==> src/rtl/result_bram_wr_arbiter_if.sv <==
// Result BRAM write-arbiter bus: two requester handshakes plus
// the BRAM write port that the arbiter drives.
interface result_bram_wr_arbiter_if #(
   parameter int DATA_W = 256,
   parameter int ADDR_W = 9
);
   logic              i_req0_valid;
   logic              o_req0_ready;
   logic [7:0]        i_req0_idx;
   logic [DATA_W-1:0] i_req0_data;
   logic              i_req1_valid;
   logic              o_req1_ready;
   logic [7:0]        i_req1_idx;
   logic [DATA_W-1:0] i_req1_data;
   logic              o_bram_wr_en;
   logic [ADDR_W-1:0] o_bram_wr_addr;
   logic [DATA_W-1:0] o_bram_wr_data;

   modport slave (
      input  i_req0_valid, i_req0_idx, i_req0_data,
      input  i_req1_valid, i_req1_idx, i_req1_data,
      output o_req0_ready, o_req1_ready,
      output o_bram_wr_en, o_bram_wr_addr, o_bram_wr_data
   );

   modport master (
      output i_req0_valid, i_req0_idx, i_req0_data,
      output i_req1_valid, i_req1_idx, i_req1_data,
      input  o_req0_ready, o_req1_ready,
      input  o_bram_wr_en, o_bram_wr_addr, o_bram_wr_data
   );
endinterface

==> src/rtl/result_bram_wr_arbiter.sv <==
// Round-robin write arbiter for the result BRAM with a
// full-memory zero-fill mode.
module result_bram_wr_arbiter #(
   parameter int DATA_W = 256,
   parameter int ADDR_W = 9
) (
   input  logic                     i_clk,
   input  logic                     i_reset,
   result_bram_wr_arbiter_if.slave  bus,
   input  logic                     i_clear_start,
   output logic                     o_clear_busy,
   output logic                     o_clear_done,
   output logic [8:0]               o_wr_count0,
   output logic [8:0]               o_wr_count1
);

   typedef enum logic {
      ARB   = 1'b0,
      CLEAR = 1'b1
   } state_e;

   localparam logic [ADDR_W-1:0] LAST_ADDR = '1;
   localparam logic [8:0]        CNT_MAX   = 9'h1FF;

   state_e            state_q, state_d;
   logic              ptr_q, ptr_d;
   logic              wr_en_q, wr_en_d;
   logic [ADDR_W-1:0] wr_addr_q, wr_addr_d;
   logic [DATA_W-1:0] wr_data_q, wr_data_d;
   logic              busy_q, busy_d;
   logic              done_q, done_d;
   logic [8:0]        cnt0_q, cnt0_d;
   logic [8:0]        cnt1_q, cnt1_d;

   logic arb_ok;
   logic grant0;
   logic grant1;
   logic acc0;
   logic acc1;

   // ptr_q == 0 favours requester 0 when both are valid
   assign grant0 = bus.i_req0_valid &
                   (~bus.i_req1_valid | ~ptr_q);
   assign grant1 = bus.i_req1_valid &
                   (~bus.i_req0_valid | ptr_q);

   assign arb_ok = (state_q == ARB) & ~i_clear_start &
                   ~i_reset;
   assign acc0   = arb_ok & grant0;
   assign acc1   = arb_ok & grant1;

   assign bus.o_req0_ready   = acc0;
   assign bus.o_req1_ready   = acc1;
   assign bus.o_bram_wr_en   = wr_en_q;
   assign bus.o_bram_wr_addr = wr_addr_q;
   assign bus.o_bram_wr_data = wr_data_q;
   assign o_clear_busy       = busy_q;
   assign o_clear_done       = done_q;
   assign o_wr_count0        = cnt0_q;
   assign o_wr_count1        = cnt1_q;

   always_comb begin
      state_d   = state_q;
      ptr_d     = ptr_q;
      wr_en_d   = 1'b0;
      wr_addr_d = wr_addr_q;
      wr_data_d = wr_data_q;
      busy_d    = busy_q;
      done_d    = 1'b0;
      cnt0_d    = cnt0_q;
      cnt1_d    = cnt1_q;
      unique case (state_q)
         ARB: begin
            if (i_clear_start) begin
               state_d   = CLEAR;
               busy_d    = 1'b1;
               cnt0_d    = '0;
               cnt1_d    = '0;
               wr_en_d   = 1'b1;
               wr_addr_d = '0;
               wr_data_d = '0;
            end else if (acc0) begin
               ptr_d     = 1'b1;
               wr_en_d   = 1'b1;
               wr_addr_d = ADDR_W'({1'b0, bus.i_req0_idx});
               wr_data_d = bus.i_req0_data;
               if (cnt0_q != CNT_MAX)
                  cnt0_d = cnt0_q + 9'd1;
            end else if (acc1) begin
               ptr_d     = 1'b0;
               wr_en_d   = 1'b1;
               wr_addr_d = ADDR_W'({1'b1, bus.i_req1_idx});
               wr_data_d = bus.i_req1_data;
               if (cnt1_q != CNT_MAX)
                  cnt1_d = cnt1_q + 9'd1;
            end
         end
         CLEAR: begin
            // wr_addr_q always holds the line just zeroed
            if (wr_addr_q == LAST_ADDR) begin
               state_d = ARB;
               busy_d  = 1'b0;
               done_d  = 1'b1;
            end else begin
               wr_en_d   = 1'b1;
               wr_addr_d = wr_addr_q + 1'b1;
               wr_data_d = '0;
            end
         end
         default: state_d = ARB;
      endcase
   end

   always_ff @(posedge i_clk) begin
      if (i_reset) begin
         state_q   <= ARB;
         ptr_q     <= 1'b0;
         wr_en_q   <= 1'b0;
         wr_addr_q <= '0;
         wr_data_q <= '0;
         busy_q    <= 1'b0;
         done_q    <= 1'b0;
         cnt0_q    <= '0;
         cnt1_q    <= '0;
      end else begin
         state_q   <= state_d;
         ptr_q     <= ptr_d;
         wr_en_q   <= wr_en_d;
         wr_addr_q <= wr_addr_d;
         wr_data_q <= wr_data_d;
         busy_q    <= busy_d;
         done_q    <= done_d;
         cnt0_q    <= cnt0_d;
         cnt1_q    <= cnt1_d;
      end
   end

endmodule

==> src/flat_wrapper.sv <==
// flat-port wrapper written by rule: the top's interface ports become plain ports
module result_bram_wr_arbiter_flat 
#(
   parameter int DATA_W = 256,
   parameter int ADDR_W = 9
)
  (i_clk, i_reset, i_clear_start, o_clear_busy, o_clear_done, o_wr_count0, o_wr_count1, bus_i_req0_valid, bus_i_req0_idx, bus_i_req0_data, bus_i_req1_valid, bus_i_req1_idx, bus_i_req1_data, bus_o_req0_ready, bus_o_req1_ready, bus_o_bram_wr_en, bus_o_bram_wr_addr, bus_o_bram_wr_data);
  result_bram_wr_arbiter_if #(.DATA_W(DATA_W), .ADDR_W(ADDR_W)) bus_i ();
  input  logic i_clk;
  input  logic i_reset;
  input  logic i_clear_start;
  output logic o_clear_busy;
  output logic o_clear_done;
  output logic [8:0] o_wr_count0;
  output logic [8:0] o_wr_count1;
  input wire logic [$bits(bus_i.i_req0_valid)-1:0] bus_i_req0_valid;
  input wire logic [$bits(bus_i.i_req0_idx)-1:0] bus_i_req0_idx;
  input wire logic [$bits(bus_i.i_req0_data)-1:0] bus_i_req0_data;
  input wire logic [$bits(bus_i.i_req1_valid)-1:0] bus_i_req1_valid;
  input wire logic [$bits(bus_i.i_req1_idx)-1:0] bus_i_req1_idx;
  input wire logic [$bits(bus_i.i_req1_data)-1:0] bus_i_req1_data;
  output wire logic [$bits(bus_i.o_req0_ready)-1:0] bus_o_req0_ready;
  output wire logic [$bits(bus_i.o_req1_ready)-1:0] bus_o_req1_ready;
  output wire logic [$bits(bus_i.o_bram_wr_en)-1:0] bus_o_bram_wr_en;
  output wire logic [$bits(bus_i.o_bram_wr_addr)-1:0] bus_o_bram_wr_addr;
  output wire logic [$bits(bus_i.o_bram_wr_data)-1:0] bus_o_bram_wr_data;
  assign bus_i.i_req0_valid = bus_i_req0_valid;
  assign bus_i.i_req0_idx = bus_i_req0_idx;
  assign bus_i.i_req0_data = bus_i_req0_data;
  assign bus_i.i_req1_valid = bus_i_req1_valid;
  assign bus_i.i_req1_idx = bus_i_req1_idx;
  assign bus_i.i_req1_data = bus_i_req1_data;
  assign bus_o_req0_ready = bus_i.o_req0_ready;
  assign bus_o_req1_ready = bus_i.o_req1_ready;
  assign bus_o_bram_wr_en = bus_i.o_bram_wr_en;
  assign bus_o_bram_wr_addr = bus_i.o_bram_wr_addr;
  assign bus_o_bram_wr_data = bus_i.o_bram_wr_data;
  result_bram_wr_arbiter #(.DATA_W(DATA_W), .ADDR_W(ADDR_W)) u_core (.i_clk(i_clk), .i_reset(i_reset), .bus(bus_i), .i_clear_start(i_clear_start), .o_clear_busy(o_clear_busy), .o_clear_done(o_clear_done), .o_wr_count0(o_wr_count0), .o_wr_count1(o_wr_count1));
endmodule
==> config.mk <==
export PLATFORM = sky130hd
export DESIGN_NAME = result_bram_wr_arbiter_flat
export DESIGN_NICKNAME = d
export VERILOG_FILES = /design/src/rtl/result_bram_wr_arbiter_if.sv /design/src/rtl/result_bram_wr_arbiter.sv /design/src/flat_wrapper.sv
export SDC_FILE = /design/constraint.sdc
export NUM_CORES = 1
export LEC_CHECK = 0
export ABC_CLOCK_PERIOD_IN_PS = 4400
export BUFFER_PORTS_ARGS = -buffer_cell sky130_fd_sc_hd__buf_2
export CAP_MARGIN = 30
export CELL_PAD_IN_SITES_DETAIL_PLACEMENT = 1
export CELL_PAD_IN_SITES_GLOBAL_PLACEMENT = 2
export CORE_AREA = 4 4 321 323
export DETAILED_ROUTE_END_ITERATION = 7
export DIE_AREA = 0 0 325 327
export PLACE_DENSITY_LB_ADDON = 0.12
export SYNTH_ARGS = -nofsm -noshare
export SYNTH_HDL_FRONTEND = slang
export SYNTH_SLANG_ARGS = --single-unit
==> constraint.sdc <==
create_clock -name i_clk -period 4.4 [get_ports i_clk]
set_input_delay 0.88 -clock i_clk [delete_from_list [all_inputs] [get_ports i_clk]]
set_output_delay 0.88 -clock i_clk [all_outputs]
set_load 0.02 [all_outputs]
==> impl_results.md <==
* Startpoint of the lowest-slack register-to-register path: u_core.bus.o_bram_wr_addr[4]
* Die area at 106000 um^2
* Final Skew at 21.5 ps
* Slack of the worst reg-to-reg path at 1600 ps
* Number of cells on the worst hold path at 2
* Final number of max-transition violations at 0
* Antenna-violating nets left at 0
* Worst R2R End: u_core.bus.o_bram_wr_data[200]
* Clock slew at reported path FFs at 50 ps
* Setup repair bufs after CTS at 0
* First-pass GRT wire length at 114 mm
* Detailed-router iteration count before antenna repair at 4
* FFs w/ async S/R, synth at 0%
* Sequential share of the synthesized area at 43.7%
* Gate Count Post-Synth at 1629
* Dpl hpwl at 61.2 mm
* Effective utilization at floorplan at 13.2%
* Kind of capture point of the worst setup path: primary output
* Area Growth Syn to Fin at 52.6%
* Weighted congestion reported at the end of routability-driven placement at 0.770
* Count of state elements after synthesis at 288
* Source of the critical timing path: i_reset
* Type of the setup path with the least slack: input port to primary output
* Hold slack at 443 ps
* Final setup violating endpoints at 0
* Max-cap violations at 0
* Synthesized Nets at 2168
* Iteration-0 DRC count of the detailed router at 491
* Status: completed
* Hold wc startpoint: u_core.bus.o_bram_wr_data[154]
* Clock sink count at 288
* Wire length after detailed routing at 80.0 mm
* Hold/Removal Path Class: flop to flop
* Leakage Power at 8.60 nW
* TritonCTS buffer count at 44
* Count of hold-fix buffers inserted at cts at 0
* Via density at 4.06
* Maximum clock insertion buffer count at 3
* Area of the placeable core at 99900 um^2
* Startpoint type of the worst setup path: input port
* Number of enable flip-flop cells after synthesis at 0
* Worst ir drop on vdd at 0.228 mV
* Site row count at 116
* Final Cycle Share at 73.7%
* Highest net fanout along the worst path at 63
* Post-Synthesis Cell Area at 13200 um^2
* Via count of the routed design at 15132
* Via count of the first global-routing pass at 16046
* Primary flip-flop cell chosen by synthesis mapping: dfxtp_1
* Pin slew with the least headroom to its limit at 974 ps
* Worst Path Arrival at 2360 ps
* Fraction of final layout cells sized beyond drive strength 1 at 40.3%
* Maximum number of pins on one net before global-route repair at 130
* End point of the most critical hold path: u_core.bus.o_bram_wr_data[154]
* Power per standard cell area at 382 nW/um^2
* Clock tree from TritonCTS: yes
* All-Layer GR Usage at 14.3%
* Synth cell types at 49
* Post-synthesis average cell area at 8.10 um^2
* Sum of internal, switching and leakage power at 7.68 mW
* Final min period at 3240 ps
* Most frequent standard cell in the layout excluding fill and tap cells: buf_2
* Number of cells upsized or downsized after cts at 0
* CP Data Required Time at 3520 ps
* Clk Latency, worst-skew pair at 590 ps
* Initial antenna violation count at 52
* Post-detailed-route wirelength per cell at 21.4 um
* Congestion Overflow GR at 0
* Count of endpoints failing hold in the final timing report at 0
* Maximum clock rate at 308 MHz
* DRC violation count after routing at 0
* Die height at 327 um
* Synth warn at 0
* Die outline width at 325 um
* CTS H-tree lvls at 2
* Root Buffer Master: clkbuf_16
* RSZ-0062 raised after global routing: false
* Relative slew margins at 35.1%
* Total Nets Final at 2917
* Port Buf Inserts at 820
* Summed negative setup slack over all endpoints at 0 ps
* Highest-count cells in the layout ignoring fill and taps: buf_2, dfxtp_1, a21oi_1
* R2R depth at 8
* Ports placed on the boundary at 821
-- flip-flops by register name (all words and copies together), names as in the netlist --
name / flops
u_core.bus.o_bram_wr_data: 256
u_core.bus.o_bram_wr_addr: 9
u_core.o_wr_count0: 9
u_core.o_wr_count1: 9
u_core.bus.o_bram_wr_en: 1
u_core.o_clear_busy: 1
u_core.o_clear_done: 1
u_core.ptr_q: 1
u_core.state_q: 1
-- final cells by class --
type                            instances  area, um^2
Antenna cell                           21        52.6
Clock buffer                           69        1370
Clock inverter                         11         141
Fill cell                           12054       79700
Inverter                                8        37.5
Multi-Input combinational cell       1178        6620
Sequential cell                       288        5770
Tap cell                             1298        1620
Timing Repair Buffer                  858        4520
-- critical path: stages --
cell and delay (ps):
buf_4 210, and2b_1 340, nand3_4 160, inv_8 370, buf_2 290
-- per-stage QoR --
step                std cells  util, %  cell area [um^2]  setup WS (ps)
CTS                      3710     20.1             20100           1170
global placement         3629     18.6             18500           1200
global route             3719     20.1             20100           1070
detailed placement       3630     18.6             18600           1170
finish                   3731     20.2             20100           1160
floorplan                1629        -             13200           1760
-- metal layers --
metal / routed length [um] / global-route usage (%) / vias up
li1: - / - / 7272
met1: 30000 / 14.9 / 7081
met2: 39300 / 25.3 / 580
met3: 8200 / 6.95 / 149
met4: 2140 / 4.48 / 50
met5: 321 / 0 / -
-- Yosys cell counts, types with 2 or more instances --
master | instances | area (um^2)
and2b_1 | 2 | 15.0
a21oi_1 | 269 | 1350
buf_2 | 54 | 270
buf_1 | 10 | 37.5
nor3_1 | 7 | 35.0
a221oi_1 | 4 | 35.0
inv_1 | 7 | 26.3
mux2_2 | 2 | 22.5
nor3b_1 | 198 | 1490
a32oi_1 | 2 | 17.5
or3_1 | 4 | 25.0
and3_1 | 3 | 18.8
o32ai_1 | 4 | 35.0
ha_1 | 6 | 75.1
xor2_1 | 5 | 43.8
dfxtp_1 | 288 | 5770
nor2_1 | 85 | 319
nor4b_1 | 2 | 17.5
nand2b_1 | 6 | 37.5
o21ai_1 | 26 | 130
nand3b_1 | 2 | 15.0
nand4_1 | 3 | 18.8
clkbuf_1 | 65 | 244
a211oi_2 | 28 | 350
buf_4 | 15 | 113
nand3_1 | 7 | 35.0
nor4_1 | 4 | 25.0
buf_6 | 11 | 124
nand2_1 | 214 | 803
o21ai_0 | 236 | 1180
xnor2_1 | 7 | 61.3
a211oi_1 | 36 | 270
-- power by group --
part	internal, mW	switching (mW)
Clock	2.30	1.39
Sequential	2.74	0.0720
Combinational	0.460	0.713
-- cell families after synthesis --
kind of cell / synth area share, %
mux: 0.247
buf+inv: 6.20
xor+xnor: 0.797
fa+ha+maj: 0.569
compound gates: 26.1
flops: 43.7
simple gates: 22.4
-- how the worst max path moves through the flow --
stage	endpoint	slack [ps]
CTS	bus_o_req0_ready	1170
detailed placement	bus_o_req0_ready	1170
floorplan	bus_o_req0_ready	1760
finish	bus_o_req0_ready	1160
global route	bus_o_req0_ready	1070
global placement	bus_o_req0_ready	1200
Power figures use the tool's default switching activity.
